===== src/rtl/scoreboard_pkg.sv =====
// Shared types and constants for the multi-channel event scoreboard.
package scoreboard_pkg;

  typedef enum logic {
    ST_IDLE   = 1'b0,
    ST_STREAM = 1'b1
  } state_t;

  localparam int unsigned MODE_WRAP = 0;
  localparam int unsigned MODE_SAT  = 1;

  // Channel index width; a single channel still gets a 1-bit index.
  function automatic int unsigned ch_width(input int unsigned n);
    return (n <= 1) ? 1 : $clog2(n);
  endfunction

endpackage


===== src/rtl/scoreboard_multi_if.sv =====
// Counting inputs and readout handshake of the multi-channel scoreboard.
interface scoreboard_multi_if #(
  parameter int unsigned N_CH   = 4,
  parameter int unsigned EVT_W  = 8,
  parameter int unsigned DATA_W = 24
) ();
  import scoreboard_pkg::*;

  localparam int unsigned CH_W = ch_width(N_CH);

  logic              i_valid;
  logic [N_CH-1:0]   i_event;
  logic              i_snap;
  logic              i_ready;
  logic              o_busy;
  logic              o_valid;
  logic [CH_W-1:0]   o_ch;
  logic [EVT_W-1:0]  o_count;
  logic              o_ovf;
  logic              o_last;
  logic [DATA_W-1:0] o_data_count;
  logic              o_data_ovf;

  modport master (
    output i_valid, i_event, i_snap, i_ready,
    input  o_busy, o_valid, o_ch, o_count, o_ovf, o_last, o_data_count, o_data_ovf
  );

  modport slave (
    input  i_valid, i_event, i_snap, i_ready,
    output o_busy, o_valid, o_ch, o_count, o_ovf, o_last, o_data_count, o_data_ovf
  );

endinterface


===== src/rtl/sb_counter.sv =====
// One live counter with sticky overflow; exposes its post-increment value so
// the owner can capture it on the same edge that clears it.
module sb_counter
  import scoreboard_pkg::*;
#(
  parameter int unsigned W        = 8,
  parameter int unsigned SATURATE = MODE_WRAP
) (
  input  logic         clk,
  input  logic         reset,
  input  logic         inc,
  input  logic         clr,
  output logic [W-1:0] next_count_c,
  output logic         next_ovf_c
);

  logic [W-1:0] count;
  logic         ovf;

  always_comb begin
    next_count_c = count;
    next_ovf_c   = ovf;
    if (inc) begin
      if (count == {W{1'b1}}) begin
        next_ovf_c   = 1'b1;
        next_count_c = (SATURATE == MODE_SAT) ? count : '0;
      end else begin
        next_count_c = count + W'(1);
      end
    end
  end

  always_ff @(posedge clk) begin
    if (!reset || clr) begin
      count <= '0;
      ovf   <= 1'b0;
    end else begin
      count <= next_count_c;
      ovf   <= next_ovf_c;
    end
  end

endmodule


===== src/rtl/scoreboard_multi.sv =====
// Multi-channel event/data-beat scoreboard with atomic snapshot and
// per-channel valid/ready readout of the captured window.
module scoreboard_multi
  import scoreboard_pkg::*;
#(
  parameter int unsigned N_CH     = 4,
  parameter int unsigned EVT_W    = 8,
  parameter int unsigned DATA_W   = 24,
  parameter int unsigned SATURATE = MODE_WRAP
) (
  input logic               clk,
  input logic               reset,
  scoreboard_multi_if.slave bus
);

  localparam int unsigned CH_W = ch_width(N_CH);

  state_t                       state;
  logic                         snap_acc_c;
  logic [N_CH-1:0][EVT_W-1:0]   evt_nxt_c;
  logic [N_CH-1:0]              evt_ovf_nxt_c;
  logic [DATA_W-1:0]            data_nxt_c;
  logic                         data_ovf_nxt_c;
  logic [N_CH-1:0][EVT_W-1:0]   cap_cnt;
  logic [N_CH-1:0]              cap_ovf;
  logic [CH_W-1:0]              ch_nxt_c;

  assign snap_acc_c = bus.i_snap && (state == ST_IDLE);
  assign ch_nxt_c   = bus.o_ch + CH_W'(1);

  for (genvar k = 0; k < N_CH; k++) begin : g_evt
    sb_counter #(.W(EVT_W), .SATURATE(SATURATE)) u_evt (
      .clk          (clk),
      .reset        (reset),
      .inc          (bus.i_valid & bus.i_event[k]),
      .clr          (snap_acc_c),
      .next_count_c (evt_nxt_c[k]),
      .next_ovf_c   (evt_ovf_nxt_c[k])
    );
  end

  sb_counter #(.W(DATA_W), .SATURATE(SATURATE)) u_data (
    .clk          (clk),
    .reset        (reset),
    .inc          (bus.i_valid),
    .clr          (snap_acc_c),
    .next_count_c (data_nxt_c),
    .next_ovf_c   (data_ovf_nxt_c)
  );

  // Capture on snapshot, then present one captured channel per accepted beat.
  always_ff @(posedge clk) begin
    if (!reset) begin
      state            <= ST_IDLE;
      cap_cnt          <= '0;
      cap_ovf          <= '0;
      bus.o_busy       <= 1'b0;
      bus.o_valid      <= 1'b0;
      bus.o_ch         <= '0;
      bus.o_count      <= '0;
      bus.o_ovf        <= 1'b0;
      bus.o_last       <= 1'b0;
      bus.o_data_count <= '0;
      bus.o_data_ovf   <= 1'b0;
    end else begin
      case (state)
        ST_IDLE: begin
          if (snap_acc_c) begin
            state            <= ST_STREAM;
            cap_cnt          <= evt_nxt_c;
            cap_ovf          <= evt_ovf_nxt_c;
            bus.o_data_count <= data_nxt_c;
            bus.o_data_ovf   <= data_ovf_nxt_c;
            bus.o_ch         <= '0;
            bus.o_count      <= evt_nxt_c[0];
            bus.o_ovf        <= evt_ovf_nxt_c[0];
            bus.o_last       <= (N_CH == 1);
            bus.o_valid      <= 1'b1;
            bus.o_busy       <= 1'b1;
          end
        end
        ST_STREAM: begin
          if (bus.i_ready) begin
            if (bus.o_last) begin
              state       <= ST_IDLE;
              bus.o_valid <= 1'b0;
              bus.o_busy  <= 1'b0;
              bus.o_ch    <= '0;
              bus.o_last  <= 1'b0;
            end else begin
              bus.o_ch    <= ch_nxt_c;
              bus.o_count <= cap_cnt[ch_nxt_c];
              bus.o_ovf   <= cap_ovf[ch_nxt_c];
              bus.o_last  <= (ch_nxt_c == CH_W'(N_CH - 1));
            end
          end
        end
        default: state <= ST_IDLE;
      endcase
    end
  end

endmodule


===== src/flat_wrapper.sv =====
// flat-port wrapper written by rule: the top's interface ports become plain ports
module scoreboard_multi_flat import scoreboard_pkg::*;
#(
  parameter int unsigned N_CH     = 4,
  parameter int unsigned EVT_W    = 8,
  parameter int unsigned DATA_W   = 24,
  parameter int unsigned SATURATE = MODE_WRAP
)
  (clk, reset, bus_i_valid, bus_i_event, bus_i_snap, bus_i_ready, bus_o_busy, bus_o_valid, bus_o_ch, bus_o_count, bus_o_ovf, bus_o_last, bus_o_data_count, bus_o_data_ovf);
  scoreboard_multi_if #(.N_CH(N_CH), .EVT_W(EVT_W), .DATA_W(DATA_W)) bus_i ();
  input logic clk;
  input logic reset;
  input wire logic [$bits(bus_i.i_valid)-1:0] bus_i_valid;
  input wire logic [$bits(bus_i.i_event)-1:0] bus_i_event;
  input wire logic [$bits(bus_i.i_snap)-1:0] bus_i_snap;
  input wire logic [$bits(bus_i.i_ready)-1:0] bus_i_ready;
  output wire logic [$bits(bus_i.o_busy)-1:0] bus_o_busy;
  output wire logic [$bits(bus_i.o_valid)-1:0] bus_o_valid;
  output wire logic [$bits(bus_i.o_ch)-1:0] bus_o_ch;
  output wire logic [$bits(bus_i.o_count)-1:0] bus_o_count;
  output wire logic [$bits(bus_i.o_ovf)-1:0] bus_o_ovf;
  output wire logic [$bits(bus_i.o_last)-1:0] bus_o_last;
  output wire logic [$bits(bus_i.o_data_count)-1:0] bus_o_data_count;
  output wire logic [$bits(bus_i.o_data_ovf)-1:0] bus_o_data_ovf;
  assign bus_i.i_valid = bus_i_valid;
  assign bus_i.i_event = bus_i_event;
  assign bus_i.i_snap = bus_i_snap;
  assign bus_i.i_ready = bus_i_ready;
  assign bus_o_busy = bus_i.o_busy;
  assign bus_o_valid = bus_i.o_valid;
  assign bus_o_ch = bus_i.o_ch;
  assign bus_o_count = bus_i.o_count;
  assign bus_o_ovf = bus_i.o_ovf;
  assign bus_o_last = bus_i.o_last;
  assign bus_o_data_count = bus_i.o_data_count;
  assign bus_o_data_ovf = bus_i.o_data_ovf;
  scoreboard_multi #(.N_CH(N_CH), .EVT_W(EVT_W), .DATA_W(DATA_W), .SATURATE(SATURATE)) u_core (.clk(clk), .reset(reset), .bus(bus_i));
endmodule

===== config.mk =====
export PLATFORM = sky130hd
export DESIGN_NAME = scoreboard_multi_flat
export DESIGN_NICKNAME = d
export VERILOG_FILES = /design/src/rtl/scoreboard_pkg.sv /design/src/rtl/scoreboard_multi_if.sv /design/src/rtl/sb_counter.sv /design/src/rtl/scoreboard_multi.sv /design/src/flat_wrapper.sv
export SDC_FILE = /design/constraint.sdc
export NUM_CORES = 1
export LEC_CHECK = 0
export ABC_AREA = 1
export CAP_MARGIN = 15
export CORE_MARGIN = 8
export CORE_UTILIZATION = 46
export DETAILED_ROUTE_END_ITERATION = 8
export DONT_BUFFER_PORTS = 1
export HOLD_SLACK_MARGIN = 0.05
export SKIP_CTS_REPAIR_TIMING = 1
export SYNTH_ARGS = -nofsm -noshare
export SYNTH_HDL_FRONTEND = slang
export SYNTH_SLANG_ARGS = --single-unit
export TNS_END_PERCENT = 20

===== constraint.sdc =====
create_clock -name clk -period 2.4 [get_ports clk]
set_input_delay 0.24 -clock clk [delete_from_list [all_inputs] [get_ports clk]]
set_output_delay 0.24 -clock clk [all_outputs]
set_load 0.01 [all_outputs]

---- After elaboration in Yosys (flattened, before gate mapping) ----
Index checks and enable logic that the tools add are counted.
storage, ports and cells
  bits in registers ....................... 136
  bits in latches ......................... 0
  memory bits (writable) .................. 0
  memory bits (read-only) ................. 0
  output and inout port bits .............. 39
  logic and storage cells ................. 100
  memories kept ........................... 0
cells by class
  add/sub/neg operators ................... 6
  multiply operators ...................... 0
  divide/modulo/power cells ............... 0
  $lt $le $gt $ge ......................... 1
  equality and inequality tests ........... 10
  shift-type cells ........................ 0
  muxes and demuxes ....................... 48
  bitwise operators ....................... 5
  reduce and logical (&&, ||, !) cells .... 7
operators by type and width
  kind                                                         count
  2-to-1 mux 8 bit                                             12
  2-to-1 mux 24 bit                                            2
  adder 8 x 1 -> 8 bit (second input constant)                 4
  == test 8 bit (second input constant)                        4
  adder 24 x 1 -> 24 bit (second input constant)               1
  == test 24 bit (second input constant)                       1
  2-to-1 mux 1 bit                                             23
  binary-select mux 8 bit (select 2 bit)                       1
  case mux 8 bit (2 select lines)                              1
  case mux 1 bit (2 select lines)                              4
  2-to-1 mux 2 bit                                             3
  inequality test 2 bit (second input constant)                3
  AND reduction 3 bit                                          2
  AND 1 bit                                                    4
  case mux 2 bit (2 select lines)                              1
  AND reduction 2 bit                                          2
  less-than comparator 2 x 3 -> 1 bit (second input constant)  1
  adder 2 x 1 -> 2 bit (second input constant)                 1
  binary-select mux 1 bit (select 2 bit)                       1
  == test 2 bit (second input constant)                        1
  inequality test 2 x 1 -> 1 bit (second input constant)       1
  logical AND 1 bit                                            1
  logical NOT 1 bit                                            1
  logical OR 1 bit                                             1
  NOT 1 bit                                                    1

---- Longest topological paths before layout ----
Gate-level depths: netlist of run 1.
  depth after elaboration ................. 6
  mapped depth ............................ 11

---- Cells and area by module ----
From an unflattened synthesis of run 1, not the netlist that was laid out.
unflattened totals
  cell total of the unflattened synthesis .. 933
  area total of the unflattened synthesis .. 6490.0 um^2
modules (own cells, without submodules)
  module                                  instances  cells each  area an instance (um^2)  sequential area each (um^2)
  scoreboard_multi                        1          419         3061.7                   1501.4
  sb_counter (u_core.g_evt[0].u_evt ...)  4          67          454.2                    180.2
  sb_counter (u_core.u_data)              1          246         1611.5                   500.5

---- Least setup slack after synthesis of run 1 ----
OpenSTA, ideal clock, no wires.
  kind .................................... register to register
  start point ............................. register u_core.bus.o_ch[0]
  end point ............................... register u_core.bus.o_count[5]
  setup time .............................. 56 ps
  arrival ................................. 1841 ps
  required time ........................... 2344 ps
  slack ................................... 503 ps
  cell stages (with the launch flop) ...... 12
  path buffers ............................ 3
  cells stage by stage .................... dfxtp_1 buf_2 inv_1 buf_2 ha_1 clkbuf_1 o21ai_0 o21ai_0 nand2_1 nand3_1 nand2_1 inv_1
between the ends
  word-level cells in the longest chain between the ends .. 6
ends and longest elaborated chain
  what                                    line                       RTL
  from (decl)                             scoreboard_multi_if.sv:31  output o_busy, o_valid, o_ch, o_count, o_ovf, o_last, o_data_count, o_data_ovf
  from (signal assigned)                  scoreboard_multi.sv:91     bus.o_ch <= ch_nxt_c;
  adder 2 x 1 -> 2 bit                    scoreboard_multi.sv:29     assign ch_nxt_c = bus.o_ch + CH_W'(1);
  binary-select mux 8 bit (select 2 bit)  scoreboard_multi.sv:92     bus.o_count <= cap_cnt[ch_nxt_c];
  2-to-1 mux 8 bit (implied by the code)  scoreboard_multi.sv:92
  2-to-1 mux 8 bit                        scoreboard_multi.sv:84     if (bus.o_last) begin
  2-to-1 mux 8 bit                        scoreboard_multi.sv:83     if (bus.i_ready) begin
  case mux 8 bit (2 select lines)         scoreboard_multi.sv:66     case (state)
  to (signal assigned)                    scoreboard_multi.sv:75     bus.o_count <= evt_nxt_c[0];
  to (signal assigned)                    scoreboard_multi.sv:92
  to (decl)                               scoreboard_multi_if.sv:31
Every way passes these cells. The select of a mux whose other input is x is not followed.
A chain may end at the register's enable or synchronous reset.

---- Worst setup path after layout of run 1 ----
  start point ............................. register u_core.u_data.count[1]
  end point ............................... register u_core.bus.o_data_count[3]
between the ends
  word-level cells in the longest chain between the ends .. 3
  elaborated cells between the ends (all ways) .. 4
ends and longest elaborated chain
  what                                                             line                                RTL
  from (decl)                                                      sb_counter.sv:17                    logic [W-1:0] count;
  from (signal assigned)                                           sb_counter.sv:38                    count <= next_count_c;
  adder 24 x 1 -> 24 bit / == test 24 bit (equally long branches)  sb_counter.sv:28, sb_counter.sv:24
  2-to-1 mux 24 bit *                                              sb_counter.sv:24                    if (count == {W{1'b1}}) begin
  2-to-1 mux 24 bit *                                              sb_counter.sv:23                    if (inc) begin
  to (signal assigned)                                             scoreboard_multi.sv:72              bus.o_data_count <= data_nxt_c;
  to (decl)                                                        scoreboard_multi_if.sv:31
Every way passes the cells marked *; elsewhere a longest branch is shown, timed or not.

==> impl_metrics.yaml, run 1 <==
run_status:
  status: "finished clean"
timing:
  whs_ps: 38.79
  worst_pin_slew_ps: 596.3
  hold_violations: 0
  max_freq_mhz: 555.9
  drv_slew: 0
  rsz0062_at_grt: "false"
  max_slew_margin: 0.6012
  post-route-period-util: 0.7495
  layout_setup_ws_ps: 601.2
  min_period_ps: 1799
  fin_skew_ps: 10.13
  final.setup.tns_ps: 0
  finalSetupViolCount: 0
clocking:
  tritoncts: "done"
  clkSinkCount: 136
  cts.clk_slew.worst_paths_ps: 60
  cts.path.max_buffers: 2
  htreeDepth: 4
  root_buffer: "clkbuf_16"
  numCtsBuffers: 17
  clk_latency_ps: 420
die:
  start_util: 0.4743
  placementRows: 41
  die_area_um2: 16980
  core_um2: 12670
  die_h_um: 130.3
  die_w_um: 130.3
  io-pin-count: 48
logic_synthesis:
  synth_top_family_by_area: "simple AND/OR/NAND/NOR gates"
  seq_area_frac_synth: 0.4531
  yosys.area_share.xor_xnor: 0.02332
  synth_flop_cell: "dfxtp_1"
  synth.avg_cell_area_um2: 7.095
  synth_cells: 847
  synthArstFlopShare: 0
  synthTopCellsByArea: "dfxtp_1 (45%), nand2_1 (13%), nor2_1 (7.7%)"
  synth.distinct_cells: 35
  synth_compound_area_frac: 0.1174
  yosys.area_share.simple: 0.3094
  synth_top_area_frac: 0.4531
  synth_top_area_cell: "dfxtp_1"
  synth.mux.area_fraction: 0.004997
  yosys_warnings: 0
  synthAdderAreaFrac: 0.01249
  synth-seq-cells: 136
  synth_edf_count: 0
  syn-cell-area_um2: 6010
  syn_nets: 862
routing:
  drc_errors: 0
  drt_iter0_markers: 350
  vias: 5273
  drt_wl_total_um: 14860
  ant_nets: 0
  wl_per_cell_um: 14.41
  vias_per_cell: 5.114
  dr.pass1.iters: 7
layout:
  fin_cells: 1031
  antenna_cells: 0
  layout_commonest_cell: "nand2_1"
  drive_gt1_frac: 0.06636
  final_cell_mix: "nand2_1 (203), dfxtp_1 (136), nor2_1 (124)"
  utilization: 0.5385
  postLayoutCellArea_um2: 6823
  area_delta_synth_final_pct: 13.53
  nets: 862
power_and_ir_drop:
  finalPower_mw: 5.431
  ir_drop_mv: 0.3875
  power.leakage_nw: 2.724
  powerDensity_nw_per_um2: 796.0
global_route:
  grt_pass1_vias: 5083
  gr-usage-all-layers: 0.1873
  grt_max_degree: 35
  grt_overflow: 0
  grt_pass1_wl_um: 25090
  antenna_found_initial: 0
placed_design:
  gp_congestion: 0.8716
  post-place-ws_ps: 609.8
  dp_hpwl_um: 10530
  portBuffers: 0
  place_area_um2: 6166
  place_inst: 998
hold_path:
  min_path_type: "primary input to flip-flop"
  hold_path_depth: 4
  hold_end: "u_core.bus.o_count[5]$_SDFFE_PN0P_"
  hp-start: "reset"
setup_path:
  crit_fanout: 18
  endpoint_kind: "flip-flop"
  rr_startpoint: "u_core.u_data.count[1]$_SDFF_PP0_"
  r2r_end: "u_core.bus.o_data_count[3]$_SDFFE_PN0P_"
  arrival_ps: 2100
  worstSetupStartpointType: "flip-flop"
  r2r_setup_slack_ps: 600
  crit_type: "flip-flop to flip-flop"
  ff2ff_path_depth: 10
  startpoint: "u_core.u_data.count[1]$_SDFF_PP0_"
  crit_required_ps: 2700
run:
  maxCapViolCount: 0
per-layer routing:
layer  wire, µm  track usage  vias up
li1           -            -     2733
met1       6648       0.2253     2423
met2       7249       0.3147      100
met3        816      0.05304       17
met4        147      0.06284        0
met5          0            0        -
cell type report:
cell class                      instances  area, µm²
Tap cell                              172      215.2
Fill cell                            1268       5848
Clock inverter                          8      168.9
Inverter                               90      337.8
Timing Repair Buffer                   12      95.09
Clock buffer                           23      467.9
Sequential cell                       136       2723
Multi-Input combinational cell        590       2815
state kept, by name, summed over array words and instances (netlist names):
name / flops
u_core.bus.o_ovf: 1
u_core.u_data.count: 24
u_core.bus.o_data_count: 24
u_core.bus.o_busy: 1
u_core.u_data.ovf: 1
u_core.g_evt.u_evt.ovf: 4
u_core.bus.o_data_ovf: 1
u_core.g_evt.u_evt.count: 32
u_core.state: 1
u_core.cap_cnt: 32
u_core.cap_ovf: 4
u_core.bus.o_ch: 2
u_core.bus.o_last: 1
u_core.bus.o_count: 8
worst max-delay path by stage:
stage	to	cells past startpoint
final	u_core.bus.o_data_count[3]$_SDFFE_PN0P_	10
after global routing	u_core.bus.o_data_count[3]$_SDFFE_PN0P_	10
after CTS	u_core.bus.o_data_count[3]$_SDFFE_PN0P_	10
after detailed placement	u_core.bus.o_data_count[3]$_SDFFE_PN0P_	10
after global placement	u_core.bus.o_data_count[3]$_SDFFE_PN0P_	10
after floorplan	u_core.bus.o_count[5]$_SDFFE_PN0P_	11
report_power, final:
| part | switching (mW) | internal (mW) |
|---|---|---|
| Sequential | 0.0344 | 2.30 |
| Clock | 0.949 | 1.89 |
| Combinational | 0.183 | 0.0753 |
| Total | 1.17 | 4.26 |
worst max-delay path, stage by stage, from the launching register on:
cell and delay, ps:
dfxtp_1 360, ha_1 220, nand2_1 120, nor2_2 170
nand2_2 110, nor2_4 190, nand2_4 190, inv_2 140
nor2_1 50, nand2_1 70, o21ai_1 60
cell usage after synthesis, types with 4 or more instances:
cell,instances
dfxtp_1,136
xor2_1,13
or2_2,4
nand4_1,20
nand3_1,58
o21ai_1,8
nor2_1,124
o211ai_1,5
o21bai_1,5
clkbuf_1,21
ha_1,6
nor3_1,6
nand2_1,203
a21oi_1,25
o22ai_1,8
o21ai_0,75
buf_2,6
nor2_2,5
a31oi_1,4
inv_1,87
logic make-up after synthesis:
group,after synthesis
muxes,3
adders and majority gates,6
DFF,136
AOI/OAI and AO/OA,132
buffers and inverters,121
and+or+nand+nor,433
xor gates and xnor gates,16
No activity file was read; power rests on OpenSTA's default activity.
==> run 2: changes to the inputs <==
- clock period: 2.4 -> 1.5 ns (I/O delays scaled with it)
==> impl_metrics.yaml, run 2 (synthesis gave the netlist of run 1 again) <==
run_status:
  status: "finished with violations"
  violations: "negative setup slack"
timing:
  drv_slew: 0
  fin_skew_ps: 7.544
  min_period_ps: 1578
  rsz0062_at_grt: "true"
  finalSetupViolCount: 16
  max_freq_mhz: 633.7
  max_slew_margin: 0.5741
  post-route-period-util: 1.052
  worst_pin_slew_ps: 636.7
  hold_violations: 0
  final.setup.tns_ps: -537.2
  layout_setup_ws_ps: -77.95
die:
  start_util: 0.4743
  placementRows: 41
  io-pin-count: 48
  die_w_um: 130.3
  core_um2: 12670
  die_area_um2: 16980
  die_h_um: 130.3
layout:
  layout_commonest_cell: "nand2_1"
  drive_gt1_frac: 0.1578
  final_cell_mix: "nand2_1 (199), dfxtp_1 (125), nor2_1 (110)"
  nets: 902
  largestRegisters: "u_core.cap_cnt: 32 flops, u_core.g_evt.u_evt.count: 32 flops"
  area_delta_synth_final_pct: 21.90
  n_fill_cell: 1225
  antenna_cells: 0
setup_path:
  cpPeakStageDelay_ps: 350
  worstSetupStartpointType: "flip-flop"
  arrival_ps: 1870
  crit_family: "simple AND/OR/NAND/NOR gates"
  endpoint_kind: "flip-flop"
  cp_slowest_cell: "dfxtp_2"
  crit_type: "flip-flop to flip-flop"
  path_buf_inv: 0
  crit_top_cell: "nor2_4"
  crit_path_cell_trace: "ha_4, nand2_4, nor2_4, nand2_2, nor2_4, nand2_8, o211ai_1, o21ai_0"
  crit_required_ps: 1790
  crit_fanout: 8
global_route:
  antenna_found_initial: 0
  grt_pass1_vias: 5134
  gr-usage-all-layers: 0.1898
  grt_pass1_wl_um: 25190
  grt_max_degree: 43
  grt_overflow: 0
routing:
  vias_per_cell: 5.146
  drc_errors: 0
  drt_iter0_markers: 327
  ant_nets: 0
  wl_per_cell_um: 14.59
  vias: 5517
  drt_wl_total_um: 15640
  dr.pass1.iters: 5
run:
  maxCapViolCount: 0
placed_design:
  gp_congestion: 0.9439
  dp_hpwl_um: 11080
  portBuffers: 0
clocking:
  clk_latency_ps: 420
  cts.clk_slew.worst_paths_ps: 60
  numCtsBuffers: 17
  tritoncts: "done"
  clkSinkCount: 136
  htreeDepth: 4
  root_buffer: "clkbuf_16"
  cts.path.max_buffers: 2
power_and_ir_drop:
  ir_drop_mv: 0.6883
  finalPower_mw: 8.190
  power.leakage_nw: 2.918
  powerDensity_nw_per_um2: 1118
hold_path:
  min_path_type: "primary input to flip-flop"
-- run 2: cell types whose count changed in the layout (fill, tap and decap cells not counted), sizes merged --
cell	delta
buf	+35
bufinv	-4
clkbuf	+2
clkinvlp	+3
dlygate4sd3	+4
nand2	+1
-- run 2: area by class of cell --
| class | count | area (µm²) | area share |
|---|---|---|---|
| clock buffer | 25 | 495.5 | 0.06763 |
| clock inverter | 7 | 67.56 | 0.009223 |
| inverter | 90 | 340.3 | 0.04646 |
| multi-input combinational | 591 | 3013 | 0.4113 |
| sequential | 136 | 2739 | 0.3739 |
| tap | 172 | 215.2 | 0.02938 |
| timing repair buffer | 51 | 455.4 | 0.06217 |
-- run 2: per-layer routing --
| metal | GRT usage | vias up | routed length (µm) |
|---|---|---|---|
| li1 | - | 2814 | - |
| met1 | 0.2274 | 2559 | 7018 |
| met2 | 0.3120 | 120 | 7411 |
| met3 | 0.05018 | 24 | 839 |
| met4 | 0.08743 | 0 | 370 |
| met5 | 0 | - | 0 |
-- run 2: power breakdown --
part	switching (mW)	total, mW	internal [mW]
combinational	0.316	0.490	0.175
sequential	0.0576	3.74	3.68
clock	1.52	3.96	2.44
-- run 2: final timing paths --
check                                                       start                                       end  slack (ps)  depth (start not counted)
worst max-delay path            u_core.u_data.count[1]$_SDFF_PP0_  u_core.bus.o_data_count[10]$_SDFFE_PN0P_         -80                          8
worst min-delay path                                  bus_i_valid  u_core.bus.o_data_count[16]$_SDFFE_PN0P_          20                          3
worst max register to register  u_core.u_data.count[1]$_SDFF_PP0_  u_core.bus.o_data_count[10]$_SDFFE_PN0P_         -80                          8
worst min register to register     u_core.cap_cnt[7]$_SDFFE_PN0P_            u_core.cap_cnt[7]$_SDFFE_PN0P_         460                          2
-- run 2: metrics by stage --
stage / instance area, µm² / std cells / util / setup WS, ps / hold slack (ps)
2_1_floorplan: 6046 / 847 / - / -11.99 / 302.0
3_3_place_gp: 6455 / 1028 / 0.5094 / -23.15 / 280.7
3_5_place_dp: 6455 / 1028 / 0.5094 / -84.35 / 283.4
4_1_cts: 7018 / 1060 / 0.5539 / -93.12 / -155.1
5_1_grt: 7326 / 1072 / 0.5782 / -162.5 / 44.04
6_report: 7326 / 1072 / 0.5782 / -77.95 / 23.43
-- run 2: tightest hold or removal path: cells and delay by family --
family / cells / cell delay [ps]
AND/OR/NAND/NOR: 3 / 260
